**config.mk**
```make
export PLATFORM = sky130hd
export DESIGN_NAME = period_meter
export DESIGN_NICKNAME = d
export VERILOG_FILES = /design/src/rtl/period_meter.sv
export SDC_FILE = /design/constraint.sdc
export NUM_CORES = 1
export LEC_CHECK = 0
export CORE_MARGIN = 10
export CORE_UTILIZATION = 45
export DETAILED_ROUTE_END_ITERATION = 8
export GPL_TIMING_DRIVEN = 1
export PLACE_DENSITY = 0.68
export SYNTH_ARGS = -nofsm -noshare
export SYNTH_HDL_FRONTEND = slang
export SYNTH_SLANG_ARGS = --single-unit
export TNS_END_PERCENT = 10
```
**constraint.sdc**
```tcl
create_clock -name CLK -period 2.3 [get_ports CLK]
set_clock_uncertainty 0.2 [all_clocks]
set_input_delay 0.46 -clock CLK [delete_from_list [all_inputs] [get_ports CLK]]
set_output_delay 0.46 -clock CLK [all_outputs]
set_load 0.03 [all_outputs]
```
**src/rtl/period_meter.sv**
```systemverilog
// period_meter: measures the period of an asynchronous square wave in CLK cycles.
// The result is an average over 2^AVG_SHIFT_BITS input periods. Windows run
// back to back, and the block reports loss of signal when a window overflows.
// The result uses the same fixed-point period format as the period-driven NCO:
// PERIOD_INT_PART integer bits and PERIOD_FRAC_PART fraction bits.
//
// Ports:
//   CLK          single clock
//   RESET        synchronous, active-high reset
//   CE           clock enable; while low, all state (synchronizer included) holds
//   SIGNAL_IN    asynchronous oscillator input; only rising edges are counted
//   PERIOD_OUT   last measured period (fixed point); all ones after an overflow
//   PERIOD_VALID one-CE-cycle pulse each time PERIOD_OUT is written
//   NO_SIGNAL    high while no valid measurement stands
//
// AVG_SHIFT_BITS must stay within 0..PERIOD_FRAC_PART.
module period_meter #(
  parameter int unsigned PERIOD_INT_PART  = 10,
  parameter int unsigned PERIOD_FRAC_PART = 20,
  parameter int unsigned AVG_SHIFT_BITS   = 8
) (
  input  logic                                        CLK,
  input  logic                                        RESET,
  input  logic                                        CE,
  input  logic                                        SIGNAL_IN,
  output logic [PERIOD_INT_PART+PERIOD_FRAC_PART-1:0] PERIOD_OUT,
  output logic                                        PERIOD_VALID,
  output logic                                        NO_SIGNAL
);

  localparam int unsigned PW    = PERIOD_INT_PART + PERIOD_FRAC_PART;
  localparam int unsigned CNT_W = PERIOD_INT_PART + AVG_SHIFT_BITS;
  // edge_cnt keeps one bit when AVG_SHIFT_BITS is 0; that bit then stays at zero.
  localparam int unsigned EC_W  = (AVG_SHIFT_BITS == 0) ? 1 : AVG_SHIFT_BITS;
  // The count left-aligns into the fraction field.
  localparam int unsigned PAD_W = PERIOD_FRAC_PART - AVG_SHIFT_BITS;

  localparam logic [EC_W-1:0]  EDGE_LAST = EC_W'((64'd1 << AVG_SHIFT_BITS) - 64'd1);
  localparam logic [CNT_W-1:0] CNT_MAX   = '1;

  typedef enum logic {
    WAIT_EDGE = 1'b0,
    MEASURE   = 1'b1
  } state_t;

  state_t             state;
  logic               sync1;
  logic               sync2;
  logic               prev;
  logic [CNT_W-1:0]   cyc_cnt;
  logic [EC_W-1:0]    edge_cnt;

  logic               rise_c;
  logic               close_c;
  logic               ovf_c;

  // Rising edge of the synchronized input.
  assign rise_c  = sync2 & ~prev;
  // This edge completes 2^AVG_SHIFT_BITS periods.
  assign close_c = rise_c && (edge_cnt == EDGE_LAST);
  // The window has run out of counter range.
  assign ovf_c   = (cyc_cnt == CNT_MAX);

  // Synchronizer, window counters and result registers.
  always_ff @(posedge CLK) begin
    if (RESET) begin
      state        <= WAIT_EDGE;
      sync1        <= 1'b0;
      sync2        <= 1'b0;
      prev         <= 1'b0;
      cyc_cnt      <= '0;
      edge_cnt     <= '0;
      PERIOD_OUT   <= '0;
      PERIOD_VALID <= 1'b0;
      NO_SIGNAL    <= 1'b1;
    end else if (CE) begin
      sync1        <= SIGNAL_IN;
      sync2        <= sync1;
      prev         <= sync2;
      PERIOD_VALID <= 1'b0;

      case (state)
        WAIT_EDGE: begin
          // The first edge opens a window; the count includes this cycle.
          if (rise_c) begin
            cyc_cnt  <= CNT_W'(1);
            edge_cnt <= '0;
            state    <= MEASURE;
          end
        end

        MEASURE: begin
          if (close_c) begin
            // A closure wins over an overflow in the same cycle. The
            // closing edge also opens the next window, so windows have no gaps.
            PERIOD_OUT   <= PW'(cyc_cnt) << PAD_W;
            PERIOD_VALID <= 1'b1;
            NO_SIGNAL    <= 1'b0;
            cyc_cnt      <= CNT_W'(1);
            edge_cnt     <= '0;
          end else if (ovf_c) begin
            PERIOD_OUT   <= '1;
            PERIOD_VALID <= 1'b1;
            NO_SIGNAL    <= 1'b1;
            state        <= WAIT_EDGE;
          end else begin
            cyc_cnt <= cyc_cnt + CNT_W'(1);
            if (rise_c) begin
              edge_cnt <= edge_cnt + EC_W'(1);
            end
          end
        end

        default: state <= WAIT_EDGE;
      endcase
    end
  end

endmodule
```
==> results.md <==
* Outcome: completed
* Hold Crit Class: flip-flop to flip-flop
* Worst Path Max Fanout at 13
* FMAX at 448 MHz
* Synth Flop Type: dfxtp_1
* Layout cell share with drive strength beyond 1 at 0.181
* Area growth syn-to-layout at 30.4%
* Initial antenna violation count at 0
* Drt drc at 0
* Slew headroom at 0.650
* Synth area leader: dfxtp_1
* Yosys cell types at 46
* Port Buf Inserts at 35
* Design area at 0.00314 mm2
* Crit path max-delay family: buffers and inverters
* IO Pins at 36
* Global-route wire length before repair at 10600 um
* Share of flip-flops with an asynchronous set or reset at 0
* Endpoints failing hold at 0
* Die X-Extent at 93.1 um
* Total die area at 0.00868 mm2
* Vias in the first global route at 2249
* Post-place instance area at 0.00297 mm2
* Required time of the critical path at 1640 ps
* CP Buf/Inv Count at 1
* Worst setup EP type: output port
* # clock sinks at 51
* Via/cell ratio at 5.42
* Maximum vdd ir drop at 330 uV
* Gr usage total at 0.147
* CTS root buf: clkbuf_8
* Setup violators final at 0
* Shortest period the worst path allows at 2230 ps
* Placer congestion estimate at 0.942
* Commonest non-fill, non-tap cell in the layout: dfxtp_1
* Max-Cap Viols at 0
* Final period utilization at 0.971
* DP Worst Slack at -22.9 ps
* Iter 0 DRT Violations at 167
* # H-tree levels at 2
* Flop and latch count out of synthesis at 51
* Routed WL at 6460 um
* Crit path DAT at 1570 ps
* PD cells at 472 mW/mm2
* Worst-skew pair later-pin latency at 310 ps
* Area of the mapped netlist at 0.00241 mm2
* Largest net degree at the start of global routing at 26
* Post-synthesis cell count at 298
* Worst-path clk slew at 90 ps
* Avg Inst Size Synth at 8.08 um2
* Critical Path Slowest Stage Cell: clkdlybuf4s50_1
* CTS tree: built
* Via Count at 2299
* Pleak at 1.28 nW
* Die Span Y at 93.1 um
* Antenna Nets Post-Route at 0
* Maximum buffer depth of the clock tree at 2
* Total grt overflow at 0
* CTS buffer count at 5
* Post-synth top area share at 0.424
* Std cell rows at 26
* Crit path cell chain: clkdlybuf4s50_1
* Detail Placement HPWL at 4710 um
* First-pass DRT Iterations at 4
* Total power at 1.48 mW
* WL/cell at 15.2 um
* Startpoint types: flip-flop
* Cts hold-fix bufs at 0
* Register area share after synthesis at 0.424
* Crit Path Category: flip-flop to output port
* Final nets at 360
* Post-synth EDFFs at 0
* Most frequent cells in the layout: dfxtp_1 (46), nor2_1 (41), buf_4 (37)
* Core outline area at 0.00514 mm2
* # diodes at 0
* Setup slack, reg-to-reg at 100 ps
* Final worst slack at 66.3 ps
* Mapped Nets at 304
* Slowest stage delay, CP at 750 ps
* Initial Utilization at 0.468
* Worst Tran Pin Value at 524 ps
* Synth warnings at 0
* Max-slew violation count at 0
* Synth area leaders: dfxtp_1 (42%), nor2_1 (6.4%), a211oi_1 (5.3%)
==> cell families (layout without fill, tap and decap cells) <==
family / after synthesis / count (layout) / synth area share
multiplexers: 3 / 3 / 0.0125
flip-flops: 51 / 51 / 0.424
adder cells (fa/ha/maj): 2 / 2 / 0.0104
buffers and inverters: 45 / 100 / 0.0941
AO/OA/AOI/OAI: 78 / 78 / 0.209
AND/OR/NAND/NOR: 119 / 120 / 0.250
==> timing repair <==
item / in CTS / in global routing
pin swaps: 1 / 7
setup buffers: 2 / 0
endpoints found under the setup margin: 1 / 49
gates resized for setup: 0 / 21
gates cloned: 0 / 1
==> cells in the mapped netlist (3+ instances only) <==
cell and count:
a211oi_1 17, o21ai_0 14, a21oi_1 19, dfxtp_1 51, and2_1 5, a31oi_1 9, mux2i_1 3, o21ai_1 3
o21ai_2 3, nand2b_1 3, or4_1 3, and3_1 5, nor2_1 41, clkbuf_1 9, nand4_1 8, nand3_1 12
inv_1 21, buf_4 11, nand2_1 25, nor4_1 4
==> routing by layer <==
layer	GRT usage	wire length (um)	vias to the layer above
met5	0	0	-
met4	0.0630	87	0
met3	0.0312	256	10
met2	0.262	3260	43
met1	0.166	2850	1085
li1	-	-	1161
==> path summary, 6_finish.rpt <==
kind,start,end,depth (start not counted)
setup reg to reg,cyc_cnt[11],cyc_cnt[10],8
hold / removal,PERIOD_OUT[16],PERIOD_OUT[16],2
hold reg to reg,PERIOD_OUT[16],PERIOD_OUT[16],2
setup / recovery,PERIOD_OUT[11],PERIOD_OUT[4],1
==> state kept, by name, indices dropped and copies added (netlist names) <==
name / cells
NO_SIGNAL: 1
PERIOD_OUT: 19
sync1: 1
state: 1
sync2: 1
edge_cnt: 8
prev: 1
PERIOD_VALID: 1
cyc_cnt: 18
==> report_power, final <==
part	leakage (nW)	switching [mW]	total, mW	internal (mW)
sequential	0.414	0.00175	0.887	0.885
clock	0.0470	0.289	0.525	0.237
combinational	0.822	0.0426	0.0704	0.0279
total	1.28	0.333	1.48	1.15
==> layout make-up <==
type                       instances  area [um2]
fill                             503        2000
multi-input combinational        203        1210
sequential                        51        1030
timing repair buffer              72         646
tap                               70        87.6
clock buffer                       6        82.6
inverter                          21        78.8
clock inverter                     1        5.00
==> stage by stage <==
| stage | hold slack (ps) | instances | setup TNS [ps] | utilization |
|---|---|---|---|---|
| finish | 255 | 424 | 0 | 0.611 |
| global route | 280 | 424 | -0.792 | 0.611 |
| CTS | 259 | 423 | 0 | 0.597 |
| detailed placement | 242 | 414 | -22.9 | 0.577 |
| global placement | 240 | 414 | 0 | 0.577 |
| floorplan | 231 | 298 | 0 | - |
(Power assumes the default switching activity.)
